===== src/rtl/fifo_pkg.sv =====
// Shared sizing helpers and defaults for the FIFO controller and its storage.
// No logic lives here; every consumer derives its pointer and count widths from these.
package fifo_pkg;

  function automatic int CeilLog2(input int value);
    int r;
    r = 0;
    for (int i = 0; i < 31; i++) begin
      if ((1 << i) < value) r = i + 1;
    end
    return r;
  endfunction

  localparam int DEF_DATA_WIDTH      = 8;
  localparam int DEF_MEM_DEPTH       = 4;
  localparam int DEF_ALMOST_EMPTY_TH = 1;
  localparam int DEF_PTR_W           = CeilLog2(DEF_MEM_DEPTH);
  localparam int DEF_CNT_W           = DEF_PTR_W + 1;

endpackage


===== src/rtl/simple_dual_port_ram_single_clock.sv =====
// Single-clock dual-port RAM: write lands on the rising edge, read is combinational from read_addr.
// No reset and no backpressure; the controller decides when we is asserted.
module simple_dual_port_ram_single_clock #(
  parameter int DATA_WIDTH = 8,
  parameter int MEM_DEPTH  = 4,
  parameter int ADDR_WIDTH = 2
) (
  input  logic                  clk,
  input  logic                  we,
  input  logic [ADDR_WIDTH-1:0] write_addr,
  input  logic [ADDR_WIDTH-1:0] read_addr,
  input  logic [DATA_WIDTH-1:0] data,
  output logic [DATA_WIDTH-1:0] q
);

  logic [DATA_WIDTH-1:0] mem [MEM_DEPTH];

  always_ff @(posedge clk) begin
    if (we) mem[write_addr] <= data;
  end

  assign q = mem[read_addr];

endmodule


===== src/rtl/fifo_ctrl.sv =====
// Show-ahead FIFO controller: data_out is the oldest word with zero read latency; flags register with count.
// Push is refused only when full without a same-cycle pop; refused pushes and pops set sticky error flags.
module fifo_ctrl
  import fifo_pkg::*;
#(
  parameter int DATA_WIDTH      = DEF_DATA_WIDTH,
  parameter int MEM_DEPTH       = DEF_MEM_DEPTH,
  parameter int ADDR_WIDTH      = CeilLog2(MEM_DEPTH),
  parameter int ALMOST_FULL_TH  = MEM_DEPTH - 1,
  parameter int ALMOST_EMPTY_TH = DEF_ALMOST_EMPTY_TH
) (
  input  logic                  clk,
  input  logic                  reset,
  input  logic                  push,
  input  logic [DATA_WIDTH-1:0] data_in,
  input  logic                  pop,
  input  logic                  flush,
  input  logic                  clear_errors,
  output logic [DATA_WIDTH-1:0] data_out,
  output logic                  full,
  output logic                  empty,
  output logic                  almost_full,
  output logic                  almost_empty,
  output logic [ADDR_WIDTH:0]   count,
  output logic                  overflow,
  output logic                  underflow
);

  typedef logic [ADDR_WIDTH-1:0] ptr_t;
  typedef logic [ADDR_WIDTH:0]   cnt_t;

  localparam ptr_t PTR_LAST = ptr_t'(MEM_DEPTH - 1);
  localparam cnt_t CNT_MAX  = cnt_t'(MEM_DEPTH);
  localparam cnt_t AF_TH    = cnt_t'(ALMOST_FULL_TH);
  localparam cnt_t AE_TH    = cnt_t'(ALMOST_EMPTY_TH);

  ptr_t wr_ptr, rd_ptr, wr_ptr_nxt, rd_ptr_nxt;
  cnt_t count_nxt;
  logic pop_acc, push_acc, we;
  logic overflow_nxt, underflow_nxt;

  // Explicit wrap so non-power-of-two depths work.
  function automatic ptr_t ptr_inc(input ptr_t p);
    return (p == PTR_LAST) ? '0 : ptr_t'(p + ptr_t'(1));
  endfunction

  // When full, a same-cycle pop frees the slot: the old word is read before the edge writes over it.
  assign pop_acc  = pop & ~empty;
  assign push_acc = push & (~full | pop_acc);
  assign we       = push_acc & ~flush & ~reset;

  always_comb begin
    wr_ptr_nxt = wr_ptr;
    rd_ptr_nxt = rd_ptr;
    count_nxt  = count;
    if (flush) begin
      wr_ptr_nxt = '0;
      rd_ptr_nxt = '0;
      count_nxt  = '0;
    end else begin
      if (push_acc) wr_ptr_nxt = ptr_inc(wr_ptr);
      if (pop_acc)  rd_ptr_nxt = ptr_inc(rd_ptr);
      case ({push_acc, pop_acc})
        2'b10:   count_nxt = count + cnt_t'(1);
        2'b01:   count_nxt = count - cnt_t'(1);
        default: count_nxt = count;
      endcase
    end
  end

  // A new error in the same cycle as clear_errors keeps the flag set.
  assign overflow_nxt  = (push & ~push_acc) | (overflow  & ~clear_errors);
  assign underflow_nxt = (pop  & ~pop_acc)  | (underflow & ~clear_errors);

  always_ff @(posedge clk or posedge reset) begin
    if (reset) begin
      wr_ptr       <= '0;
      rd_ptr       <= '0;
      count        <= '0;
      empty        <= 1'b1;
      full         <= 1'b0;
      almost_empty <= 1'b1;
      almost_full  <= 1'b0;
      overflow     <= 1'b0;
      underflow    <= 1'b0;
    end else begin
      wr_ptr       <= wr_ptr_nxt;
      rd_ptr       <= rd_ptr_nxt;
      count        <= count_nxt;
      empty        <= (count_nxt == '0);
      full         <= (count_nxt == CNT_MAX);
      almost_empty <= (count_nxt <= AE_TH);
      almost_full  <= (count_nxt >= AF_TH);
      overflow     <= overflow_nxt;
      underflow    <= underflow_nxt;
    end
  end

  simple_dual_port_ram_single_clock #(
    .DATA_WIDTH (DATA_WIDTH),
    .MEM_DEPTH  (MEM_DEPTH),
    .ADDR_WIDTH (ADDR_WIDTH)
  ) u_ram (
    .clk        (clk),
    .we         (we),
    .write_addr (wr_ptr),
    .read_addr  (rd_ptr),
    .data       (data_in),
    .q          (data_out)
  );

endmodule


===== config.mk =====
export PLATFORM = sky130hd
export DESIGN_NAME = fifo_ctrl
export DESIGN_NICKNAME = d
export VERILOG_FILES = /design/src/rtl/fifo_pkg.sv /design/src/rtl/simple_dual_port_ram_single_clock.sv /design/src/rtl/fifo_ctrl.sv
export SDC_FILE = /design/constraint.sdc
export NUM_CORES = 1
export LEC_CHECK = 0
export BUFFER_PORTS_ARGS = -buffer_cell sky130_fd_sc_hd__buf_2
export CORE_ASPECT_RATIO = 1.75
export CORE_MARGIN = 3
export CORE_UTILIZATION = 40
export DETAILED_ROUTE_END_ITERATION = 16
export PLACE_DENSITY = 0.65
export SLEW_MARGIN = 25
export SYNTH_ARGS = -nofsm -noshare
export SYNTH_HDL_FRONTEND = slang
export SYNTH_SLANG_ARGS = --single-unit

===== constraint.sdc =====
create_clock -name clk -period 2.77 [get_ports clk]
set_input_delay 0.554 -clock clk [delete_from_list [all_inputs] [get_ports clk]]
set_output_delay 0.554 -clock clk [all_outputs]
set_load 0.01 [all_outputs]

-- Yosys cells after proc, flatten, opt, wreduce, memory -nomap -nowiden
Memory sizes are Yosys's and may differ from the RTL's.
Cells that the tools add are included.
- flip-flop bits (word level): 13
- memory bits (writable): 32
- bits of input ports: 14
- output and inout port bits: 17
- logic and storage cells: 52
- memories: 1
- add/subtract/negate cells: 4
- magnitude comparators: 2
- equal/unequal tests: 5
- mux-type cells: 10
- bitwise gates (word level): 18
- reductions and logical operators: 3
- memories (name ; words ; width ; read ports ; clocked after Yosys merged registers in ; wr ports ; line ; source):
    u_ram.mem ; 4 ; 8 ; 1 ; 0 ; 1 ; simple_dual_port_ram_single_clock.sv:16 ; logic [DATA_WIDTH-1:0] mem [MEM_DEPTH];
- operator list (kind ; count):
    two-way mux 2 bit ; 6
    bitwise AND 1 bit ; 8
    inverter 1 bit ; 7
    == test 2 bit, second input constant ; 3
    one-hot mux 3 bit (2 select lines) ; 1
    adder 2 x 1 -> 2 bit, second input constant ; 2
    nonzero test 2 bit ; 2
    adder 3 x 1 -> 3 bit, second input constant ; 1
    == test 3 bit, second input constant ; 1
    greater-or-equal comparator 3 x 2 -> 1 bit, second input constant ; 1
    <= comparator 3 x 1 -> 1 bit, second input constant ; 1
    zero test 3 bit ; 1
    two-way mux 3 bit ; 1
    bitwise OR 1 bit ; 3
    subtractor 3 x 1 -> 3 bit, second input constant ; 1
    == test 2 x 1 -> 1 bit, second input constant ; 1
    two-way mux 1 bit ; 2

-- Logic depth before layout (Yosys ltp)
Gate-level depths: netlist of the first run.
- word-level depth: 8
- depth in mapped cells: 9
- mapped depth without buffers: 9

-- By module
Synthesis of the first run repeated with hierarchy kept, for this count alone.
- cells, all modules: 100
- area, all modules: 1798.0 um2
- modules (own cells, without submodules) (module ; times used ; cells each ; area an instance (um2) ; sequential area each (um2)):
    simple_dual_port_ram_single_clock ; 1 ; 46 ; 1188.6 ; 960.9
    fifo_ctrl ; 1 ; 54 ; 609.3 ; 327.8

-- Worst setup path before layout of the first run
No wires, ideal clock.
- kind: input -> register
- from: in pop
- to: reg full
- library setup time: 0.065 ns
- data arrival time: 2.124 ns
- required time: 2.705 ns
- setup slack: 0.581 ns
- stages on the path: 9
- path buffers: 0
- path through: nand2b_4 > inv_2 > o21ai_2 > ha_1 > fa_1 > xnor2_1 > or3_1 > a21oi_2 > and2b_1
- cells in the longest elaborated chain, start to end: 7
- elaborated cells on any way between the ends: 8
- classes of those cells: 3 x eq/ne; 2 x mux; 3 x bitwise
- RTL lines (element ; line ; source):
    from (decl) ; fifo_ctrl.sv:16 ; input logic pop,
    bitwise AND 1 bit (*) ; fifo_ctrl.sv:48 ; assign pop_acc = pop & ~empty;
    bitwise OR 1 bit ; fifo_ctrl.sv:49 ; assign push_acc = push & (~full | pop_acc);
    bitwise AND 1 bit ; fifo_ctrl.sv:49 ;
    == test 2 x 1 -> 1 bit or == test 2 bit (tied branches) ; fifo_ctrl.sv:63 ; case ({push_acc, pop_acc})
    one-hot mux 3 bit (2 select lines) (*) ; fifo_ctrl.sv:63 ;
    two-way mux 3 bit (*) ; fifo_ctrl.sv:56 ; if (flush) begin
    via count_nxt[2] ; fifo_ctrl.sv:38 ; cnt_t count_nxt;
    == test 3 bit (*) ; fifo_ctrl.sv:91 ; full <= (count_nxt == CNT_MAX);
    to (signal assigned) ; fifo_ctrl.sv:91 ;
    to (decl) ; fifo_ctrl.sv:20 ; output logic full,
Mark *: on every way through the listed nets, which the timed path passes. The rest lies on a longest branch.
A chain may end at the register's enable or synchronous reset.

-- Worst setup path in the final report of the first run
- from: reg rd_ptr[0]
- to: out data_out[1]
- cells in the longest elaborated chain, start to end: 1
- RTL lines (element ; line ; source):
    from (decl) ; fifo_ctrl.sv:37 ; ptr_t wr_ptr, rd_ptr, wr_ptr_nxt, rd_ptr_nxt;
    from (signal assigned) ; fifo_ctrl.sv:88 ; rd_ptr <= rd_ptr_nxt;
    memory (4 x 8 bit) ; -- ;
    to (decl) ; fifo_ctrl.sv:19 ; output logic [DATA_WIDTH-1:0] data_out,
No other way between the ends.

==> summary.txt, run 1 <==
Number of hold buffers added after cts - 0
Overall power - 1560 uW
DRC - 0
H-tree depth - 2
Max stage delay cell, worst path - dfrtp_1
IO Pins - 31
DR vias/cell - 5.12
Initial antenna violation count - 0
DP Worst Slack - 0.332 ns
Mapped Cells - 107
Worst vdd ir - 0.474 mV
Unrepaired setup endpoints after global routing - no
Synth area leaders - edfxtp_1 (53%), dfrtp_1 (15%), mux4_2 (9.9%), ha_1 (4.1%), dfstp_2 (2.9%)
Leading area contributor after synthesis - edfxtp_1
Clk buf depth - 2
Max Cap Viol - 0
Slew Viols, Final - 0
CP Max Fanout - 11
Post-synth net total - 128
Critical Path Sink Type - output pin
Drt initial violations - 23
Slew Limit Headroom - 57.7%
Chip width - 57.1 um
Peak Freq - 0.429 GHz
Clock slew at reported path FFs - 0.08 ns
Final setup margin - 0.437 ns
FFs w/ async S/R, synth - 28.9%
Syn Std Cell Area - 1830 sq um
CP Cell Sequence - mux4_2, buf_2
WL final - 3.03 mm
Synthesized flop and latch total - 45
First-pass GRT wire length - 4.84 mm
Post-route minimum period - 2.33 ns
Final Skew - 0.00638 ns
Synth-to-layout area growth - 15.3%
Via count - 977
Die H - 95.4 um
Root Driver - clkbuf_8
Detail Route Antenna Nets - 0
Yosys warns - 0
CTS Buf Count - 5
Worst Max-Slew Pin Slew - 0.634 ns
CP max stage delay - 0.75 ns
Largest net degree at the start of global routing - 14
Pwr per Cell Area - 739 nW/um^2
GPL Wtd Cong - 0.703
Sink Count - 45
WS Path Type - flop to output pin
Critical Path AT - 1.78 ns
Family with the most delay on the worst path - flip-flops
CP startpoint - rd_ptr[0]$_DFFE_PP0P_
Cells after DPL - 183
RR Startpoint - empty$_DFF_PP1_
Setup TNS - 0 ns
Crit start category - flop
Die ar. - 5450 sq um
Seq/Total Area, Yosys - 70.5%
Number of post-CTS setup repair buffers - 0
Fill count - 385
Row Count - 31
Wire length per cell - 15.9 um
PostCTS Resize Cnt - 0
Total track usage - 12.2%
Ant. Diodes - 0
Fin. Hold Viols - 0
Final setup fails - 0
Static Leakage - 0.000843 uW
Synthesized area per cell - 17.1 sq um
Final cell count without fillers - 191
Main flop type after synthesis - edfxtp_1
Worst-skew pair later-pin latency - 0.29 ns
CTS tree - done
Share of cells above drive strength 1 - 35.2%
Hold Path Class - input port to async pin
Status - complete, no violations
PortBufs - 30
Hpwl dp - 2.19 mm
Util after Layout - 49.4%
Crit path buffers/inverters - 1
TritonRoute pass-1 iters - 4
Initial Util - 42.8%
Final Cycle Share - 84.2%
Worst Path Required - 2.22 ns
Post-synth EDFFs - 32
Post-synth top area share - 52.6%
GRT overflow - 0
Vias in the first global route - 1,016
Core Footprint - 4270 sq um
Unique masters post-synth - 28
Final-stage net count - 162
## placed cells by master (no fill, tap or decap)
cell type	netlist	final
edfxtp_1	32	32
buf_2	1	30
dfrtp_1	11	11
mux4_2	8	8
nor2_1	6	6
inv_1	6	6
ha_1	6	6
clkbuf_8	0	5
nand2_1	4	4
and2_1	4	4
nor3_1	3	3
a21oi_1	3	3
o21ai_0	3	3
or3_1	2	2
mux2i_1	2	2
nor3b_1	2	2
dfstp_2	2	2
clkinv_1	0	2
nand2b_4	1	1
inv_2	1	1
o21ai_2	1	1
xnor2_1	1	1
a21oi_2	1	1
xor2_1	1	1
nand3_1	1	1
and2b_1	1	1
a21o_1	1	1
fa_1	1	1
clkinv_2	0	1
## synth_stat cells, drive strengths merged (3+ instances only)
cell type,number
a21oi,4
o21ai,4
ha,6
nand2,4
mux4,8
nor2,6
nor3,3
and2,4
inv,7
edfxtp,32
dfrtp,11
## cells by family after synthesis
| group | share of synthesized area [%] |
|---|---|
| compound gates | 3.01 |
| xor+xnor | 0.958 |
| fa+ha+maj | 5.20 |
| buf+inv | 2.19 |
| flops | 70.5 |
| mux | 11.0 |
| simple gates | 7.19 |
## power by group
part	internal [uW]	switching [uW]	leakage [uW]	total, uW
clock network	170	202	0.0000430	372
registers	790	62.7	0.000457	852
logic	165	168	0.000343	332
## per-stage QoR
step           hold slack, ns  cell area (sq um)
2_1_floorplan           0.430               1830
3_3_place_gp            0.508               2030
3_5_place_dp            0.543               2030
4_1_cts                 0.302               2110
5_1_grt                 0.321               2110
6_report                0.284               2110
## flip-flops by register name (all words and copies together) (netlist names)
name          count
u_ram.mem        32
empty             1
underflow         1
wr_ptr            2
rd_ptr            2
full              1
overflow          1
almost_full       1
almost_empty      1
count             3
## layer usage
layer  vias up  wire length (um)  GRT usage, %
li1        463                 -             -
met1       481              1120          12.7
met2        28              1690          21.9
met3         5               157          3.93
met4         0                62          5.80
met5         -                 0             0
## path summary, 6_finish.rpt
path / end / slack, ns / depth (start not counted)
max in group asynchronous: empty$_DFF_PP1_ / 2.13 / 2
worst max register to register: full$_DFF_PP0_ / 0.53 / 8
worst max-delay path: data_out[1] / 0.44 / 2
worst min-delay path: rd_ptr[1]$_DFFE_PP0P_ / 0.28 / 2
worst min register to register: underflow$_DFF_PP0_ / 0.55 / 2
min in group clk: overflow$_DFF_PP0_ / 0.46 / 2
## cell type report
class	count	area, sq um	area share [%]
clock buffers	5	68.8	3.27
repair buffers	30	150	7.13
clock inverters	3	12.5	0.594
multi-input cells	52	499	23.7
flip-flops and latches	45	1290	61.2
inverters	7	26.3	1.25
well taps	49	61.3	2.91
(Power assumes the default switching activity.)
==> inputs of run 2 (changes only) <==
--- a/config.mk
+++ b/config.mk
@@ -5,6 +5,7 @@
 export SDC_FILE = /design/constraint.sdc
 export NUM_CORES = 1
 export LEC_CHECK = 0
+export ABC_AREA = 1
 export BUFFER_PORTS_ARGS = -buffer_cell sky130_fd_sc_hd__buf_2
 export CORE_ASPECT_RATIO = 1.75
 export CORE_MARGIN = 3
==> constraint.sdc (replaced) <==
create_clock -name clk -period 2.4 [get_ports clk]
set_input_delay 0.48 -clock clk [delete_from_list [all_inputs] [get_ports clk]]
set_output_delay 0.48 -clock clk [all_outputs]
set_load 0.01 [all_outputs]
==> summary.txt, run 2 <==
Status - complete, no violations
Yosys warns - 0
Most common cell after layout, fill and taps aside - edfxtp_1
CTS tree - done
GPL Wtd Cong - 0.707
Final cell count without fillers - 252
CTS Buf Count - 5
Crit path buffers/inverters - 2
CP Max Fanout - 10
Main flop type after synthesis - edfxtp_1
Total track usage - 13.0%
Largest Register - u_ram.mem
Sequential group share of total power - 50.2%
Worst-skew pair later-pin latency - 0.29 ns
PortBufs - 30
WP depth - 4
Max stage delay cell, worst path - dfrtp_1
Chip width - 58.6 um
Detail Route Antenna Nets - 0
DRC - 0
Max layer used - met4
Number of post-CTS setup repair buffers - 0
WL met3 - 141 um
Met2 WL post-DR - 1.91 mm
Leading area contributor after synthesis - edfxtp_1
Worst Max-Slew Pin Slew - 0.515 ns
DR vias/cell - 4.85
Switching share of power - 31.4%
Vias in the first global route - 1,205
Final Skew - 0.00940 ns
Sink Count - 45
Share of cells above drive strength 1 - 28.9%
Slew Viols, Final - 0
H-tree depth - 2
Clock slew at reported path FFs - 0.08 ns
Final-stage net count - 221
Die ar. - 5750 sq um
PostCTS Resize Cnt - 0
Static Leakage - 0.000970 uW
Number of hold buffers added after cts - 0
Core Footprint - 4520 sq um
WS Path Type - flop to output pin
TritonRoute pass-1 iters - 4
Fin. Hold Viols - 0
Post-synth EDFFs - 32
Regs by FF count - u_ram.mem (32), count (3)
Clk buf depth - 2
Clock share of power - 24.1%
Cells after DPL - 244
Peak Freq - 0.487 GHz
Drt initial violations - 61
Critical Path Sink Type - output pin
IO Pins - 31
Unrepaired setup endpoints after global routing - no
Root Driver - clkbuf_8
Final Cycle Share - 85.6%
Row Count - 32
Max Cap Viol - 0
Psw - 617 uW
Post-route minimum period - 2.05 ns
FFs w/ async S/R, synth - 28.9%
Seq/Total Area, Yosys - 66.5%
Hold Path Class - input port to async pin
Worst vdd ir - 0.503 mV
Ant. Diodes - 0
Initial Util - 42.8%
Initial antenna violation count - 0
Largest net degree at the start of global routing - 18
Unique masters post-synth - 21
Util after Layout - 49.3%
Worst Path Required - 1.92 ns
CP max stage delay - 0.61 ns
Metal-1 WL - 1.26 mm
First-pass GRT wire length - 5.60 mm
Most instantiated cells after synthesis - edfxtp_1 (32), inv_1 (22), nor2_1 (22)
Critical Path AT - 1.57 ns
WL final - 3.37 mm
Highest-count cells in the layout ignoring fill and taps - edfxtp_1 (32), buf_2 (30), inv_1 (22), nor2_1 (22), o21ai_0 (16)
Hold WS - 0.263 ns
Post-synth net total - 185
Synth area leaders - edfxtp_1 (50%), dfrtp_1 (14%), inv_1 (4.3%), nor2_1 (4.3%), o21ai_0 (4.1%)
Mapped Cells - 164
Die H - 98.1 um
CP Cell Sequence - buf_4, o21ai_0, o22ai_1, buf_2
Slew Limit Headroom - 65.6%
Post-synth top area share - 49.6%
DP Worst Slack - 0.360 ns
Final setup margin - 0.346 ns
Syn Std Cell Area - 1940 sq um
Final setup fails - 0
Int Pwr - 1350 uW
Hpwl dp - 2.49 mm
Top-count cell post-synth - edfxtp_1
Pwr per Cell Area - 881 nW/um^2
Crit start category - flop
Synth-to-layout area growth - 15.0%
Family with the most delay on the worst path - flip-flops
Synthesized flop and latch total - 45
Max FFs per register - 32
R2R cell count - 12
Synthesized area per cell - 11.8 sq um
Via count - 1,222
Comb pwr share - 25.7%
Wire length per cell - 13.4 um
Setup TNS - 0 ns
GRT overflow - 0
## run 2: cells by family after synthesis
| group | share of synthesized area (%) |
|---|---|
| buf+inv | 6.71 |
| simple gates | 13.9 |
| flops | 66.5 |
| compound gates | 8.01 |
| fa+ha+maj | 4.91 |
## run 2: area by class of cell
class	count	area (sq um)
inverters	25	96.3
multi-input cells	91	519
flip-flops and latches	45	1290
clock buffers	6	82.6
clock inverters	2	13.8
repair buffers	32	165
well taps	51	63.8
fillers	425	2290
## run 2: final timing paths
kind,end,startpoint,slack (ns)
min in group clk,overflow$_DFF_PP0_,clear_errors,0.38
max,data_out[6],rd_ptr[0]$_DFFE_PP0P_,0.35
max in group asynchronous,almost_empty$_DFF_PP1_,reset,1.90
max reg2reg,empty$_DFF_PP1_,empty$_DFF_PP1_,0.44
min,rd_ptr[1]$_DFFE_PP0P_,reset,0.26
min reg2reg,underflow$_DFF_PP0_,empty$_DFF_PP1_,0.54
## run 2: layer usage
layer	vias up	global-route usage, %
met2	24	23.3
met4	0	5.24
met3	5	2.91
met5	-	0
met1	570	14.2
li1	623	-
## run 2: tightest hold or removal path, delay by kind of cell
kind | cells | cell delay [ns]
buffers and inverters | 3 | 0.44
## run 2: power by group through the flow
stage	registers (uW)	clock network (uW)	logic (uW)
2_1_floorplan	1010	0	347
3_3_place_gp	1000	0	509
3_5_place_dp	1000	0	517
4_1_cts	987	488	518
5_1_grt	1000	517	578
6_report	985	473	505
## run 2: per-stage QoR
step | area [sq um] | total power [uW]
3_5_place_dp | 2130 | 1520
3_3_place_gp | 2130 | 1510
6_report | 2230 | 1960
4_1_cts | 2230 | 1990
2_1_floorplan | 1940 | 1350
5_1_grt | 2230 | 2100
==> inputs of run 3 (changes only) <==
--- a/config.mk
+++ b/config.mk
@@ -9,9 +9,10 @@
 export BUFFER_PORTS_ARGS = -buffer_cell sky130_fd_sc_hd__buf_2
 export CORE_ASPECT_RATIO = 1.75
 export CORE_MARGIN = 3
-export CORE_UTILIZATION = 40
+export CORE_UTILIZATION = 55
+export CTS_CLUSTER_DIAMETER = 100
 export DETAILED_ROUTE_END_ITERATION = 16
-export PLACE_DENSITY = 0.65
+export PLACE_DENSITY = 0.83
 export SLEW_MARGIN = 25
 export SYNTH_ARGS = -nofsm -noshare
 export SYNTH_HDL_FRONTEND = slang
==> summary.txt, run 3 (same netlist as run 2, synthesis figures left out) <==
Hpwl dp - 2.55 mm
Final Instance Area - 2220 sq um
DR vias/cell - 5.20
Unrepaired setup endpoints after global routing - no
Sink Count - 45
First-pass GRT wire length - 5.57 mm
Chip width - 50.9 um
Synth-to-layout area growth - 14.4%
CTS tree - done
IO Pins - 31
Largest net degree at the start of global routing - 20
Die ar. - 4300 sq um
PostCTS Resize Cnt - 0
Most common cell after layout, fill and taps aside - edfxtp_1
Total track usage - 18.0%
Share of cells above drive strength 1 - 28.5%
Number of hold buffers added after cts - 0
Status - complete, no violations
Reg2Reg Setup Slack - 0.39 ns
Drt initial violations - 28
Final-stage net count - 220
Crit start category - flop
Peak Freq - 0.452 GHz
GPL Wtd Cong - 0.790
Core Footprint - 3280 sq um
CTS Buf Count - 5
TritonRoute pass-1 iters - 4
Post-route minimum period - 2.21 ns
Ant. Diodes - 0
Crit path buffers/inverters - 2
Regs by FF count - u_ram.mem (32), count (3)
DRC - 0
Root Driver - clkbuf_8
CP Max Fanout - 19
Static Leakage - 0.000967 uW
Fin. Hold Viols - 0
Worst Path Required - 1.92 ns
Worst-skew pair later-pin latency - 0.30 ns
Hold Path Class - input port to async pin
Max stage delay cell, worst path - dfrtp_1
Via count - 1,264
Clk buf depth - 2
Final setup fails - 0
Worst Max-Slew Pin Slew - 0.628 ns
Max FFs per register - 32
Die H - 84.5 um
Area of the multi-input gates - 519 sq um
Wire length per cell - 14.2 um
Number of post-CTS setup repair buffers - 0
Family with the most delay on the worst path - flip-flops
Util after Layout - 67.7%
Placed cell areas - 2120 sq um
Pwr per Cell Area - 898 nW/um^2
Row Count - 27
Setup TNS - 0 ns
Fill count - 249
Critical Path Sink Type - output pin
Slew Viols, Final - 0
Clock slew at reported path FFs - 0.08 ns
WL final - 3.44 mm
Storage cell area - 1290 sq um
Highest-count cells in the layout ignoring fill and taps - edfxtp_1 (32), buf_2 (30), inv_1 (22), nor2_1 (22), o21ai_0 (16)
Final Cycle Share - 92.2%
CP Cell Sequence - inv_4, o21ai_0, o22ai_1, buf_2
Initial antenna violation count - 0
Slew Limit Headroom - 58.1%
H-tree depth - 2
PortBufs - 30
CP max stage delay - 0.75 ns
Max Cap Viol - 0
GRT overflow - 0
Largest Register - u_ram.mem
WS Path Type - flop to output pin
Initial Util - 59.1%
Detail Route Antenna Nets - 0
Final Skew - 0.00828 ns
Critical Path AT - 1.73 ns
Vias in the first global route - 1,239
Worst vdd ir - 0.687 mV
run 3: cell types whose count changed in the layout (fill, tap and decap cells not counted), sizes merged:
cell / previous run / this run
clkinv: 2 / 1
clkbuf: 6 / 7
buf: 32 / 31
run 3: routing by layer:
metal	vias up	GRT usage (%)	share of wire (%)
met3	8	5.51	5.0
met4	0	9.07	2.1
met1	605	18.6	36
met2	29	31.9	57
met5	-	0	0
li1	622	-	-
run 3: worst register-to-register path, cell delays in order, from the launching register on:
cell	delay, ns
dfstp_2	0.55
inv_1	0.05
nand2_2	0.08
inv_1	0.07
ha_1	0.24
fa_1	0.49
nor2_1	0.04
nor2_1	0.13
nand2_2	0.09
nand2_2	0.08
inv_1	0.04
nand2_1	0.05
inv_1	0.04
run 3: cell type report:
cell class | count | area share [%]
Sequential cell | 45 | 58.1
Multi-Input combinational cell | 91 | 23.4
Timing Repair Buffer | 31 | 7.11
Clock buffer | 7 | 4.35
Inverter | 25 | 4.35
Tap cell | 43 | 2.43
Clock inverter | 1 | 0.226
run 3: where the power goes:
group | leakage (uW) | internal, uW | switching [uW]
sequential | 0.000456 | 920 | 77.1
combinational | 0.000457 | 189 | 310
clock | 0.0000542 | 260 | 236
total | 0.000967 | 1370 | 623
run 3: final timing paths:
check / cells past startpoint / from / end
setup / recovery: 4 / rd_ptr[0]$_DFFE_PP0P_ / data_out[0]
hold / removal: 3 / reset / rd_ptr[1]$_DFFE_PP0P_
setup reg to reg: 12 / empty$_DFF_PP1_ / empty$_DFF_PP1_
hold reg to reg: 2 / overflow$_DFF_PP0_ / overflow$_DFF_PP0_
max in group asynchronous: 3 / reset / almost_empty$_DFF_PP1_
min in group clk: 2 / clear_errors / overflow$_DFF_PP0_
run 3: metrics by stage:
step	worst slack [ns]	total power (uW)	hold WS, ns	std cells
6_report	0.187	1990	0.259	243
5_1_grt	0.00583	2100	0.271	243
4_1_cts	0.179	2000	0.273	243
3_5_place_dp	0.330	1520	0.526	235
3_3_place_gp	0.395	1490	0.508	235
2_1_floorplan	0.489	1350	0.387	164
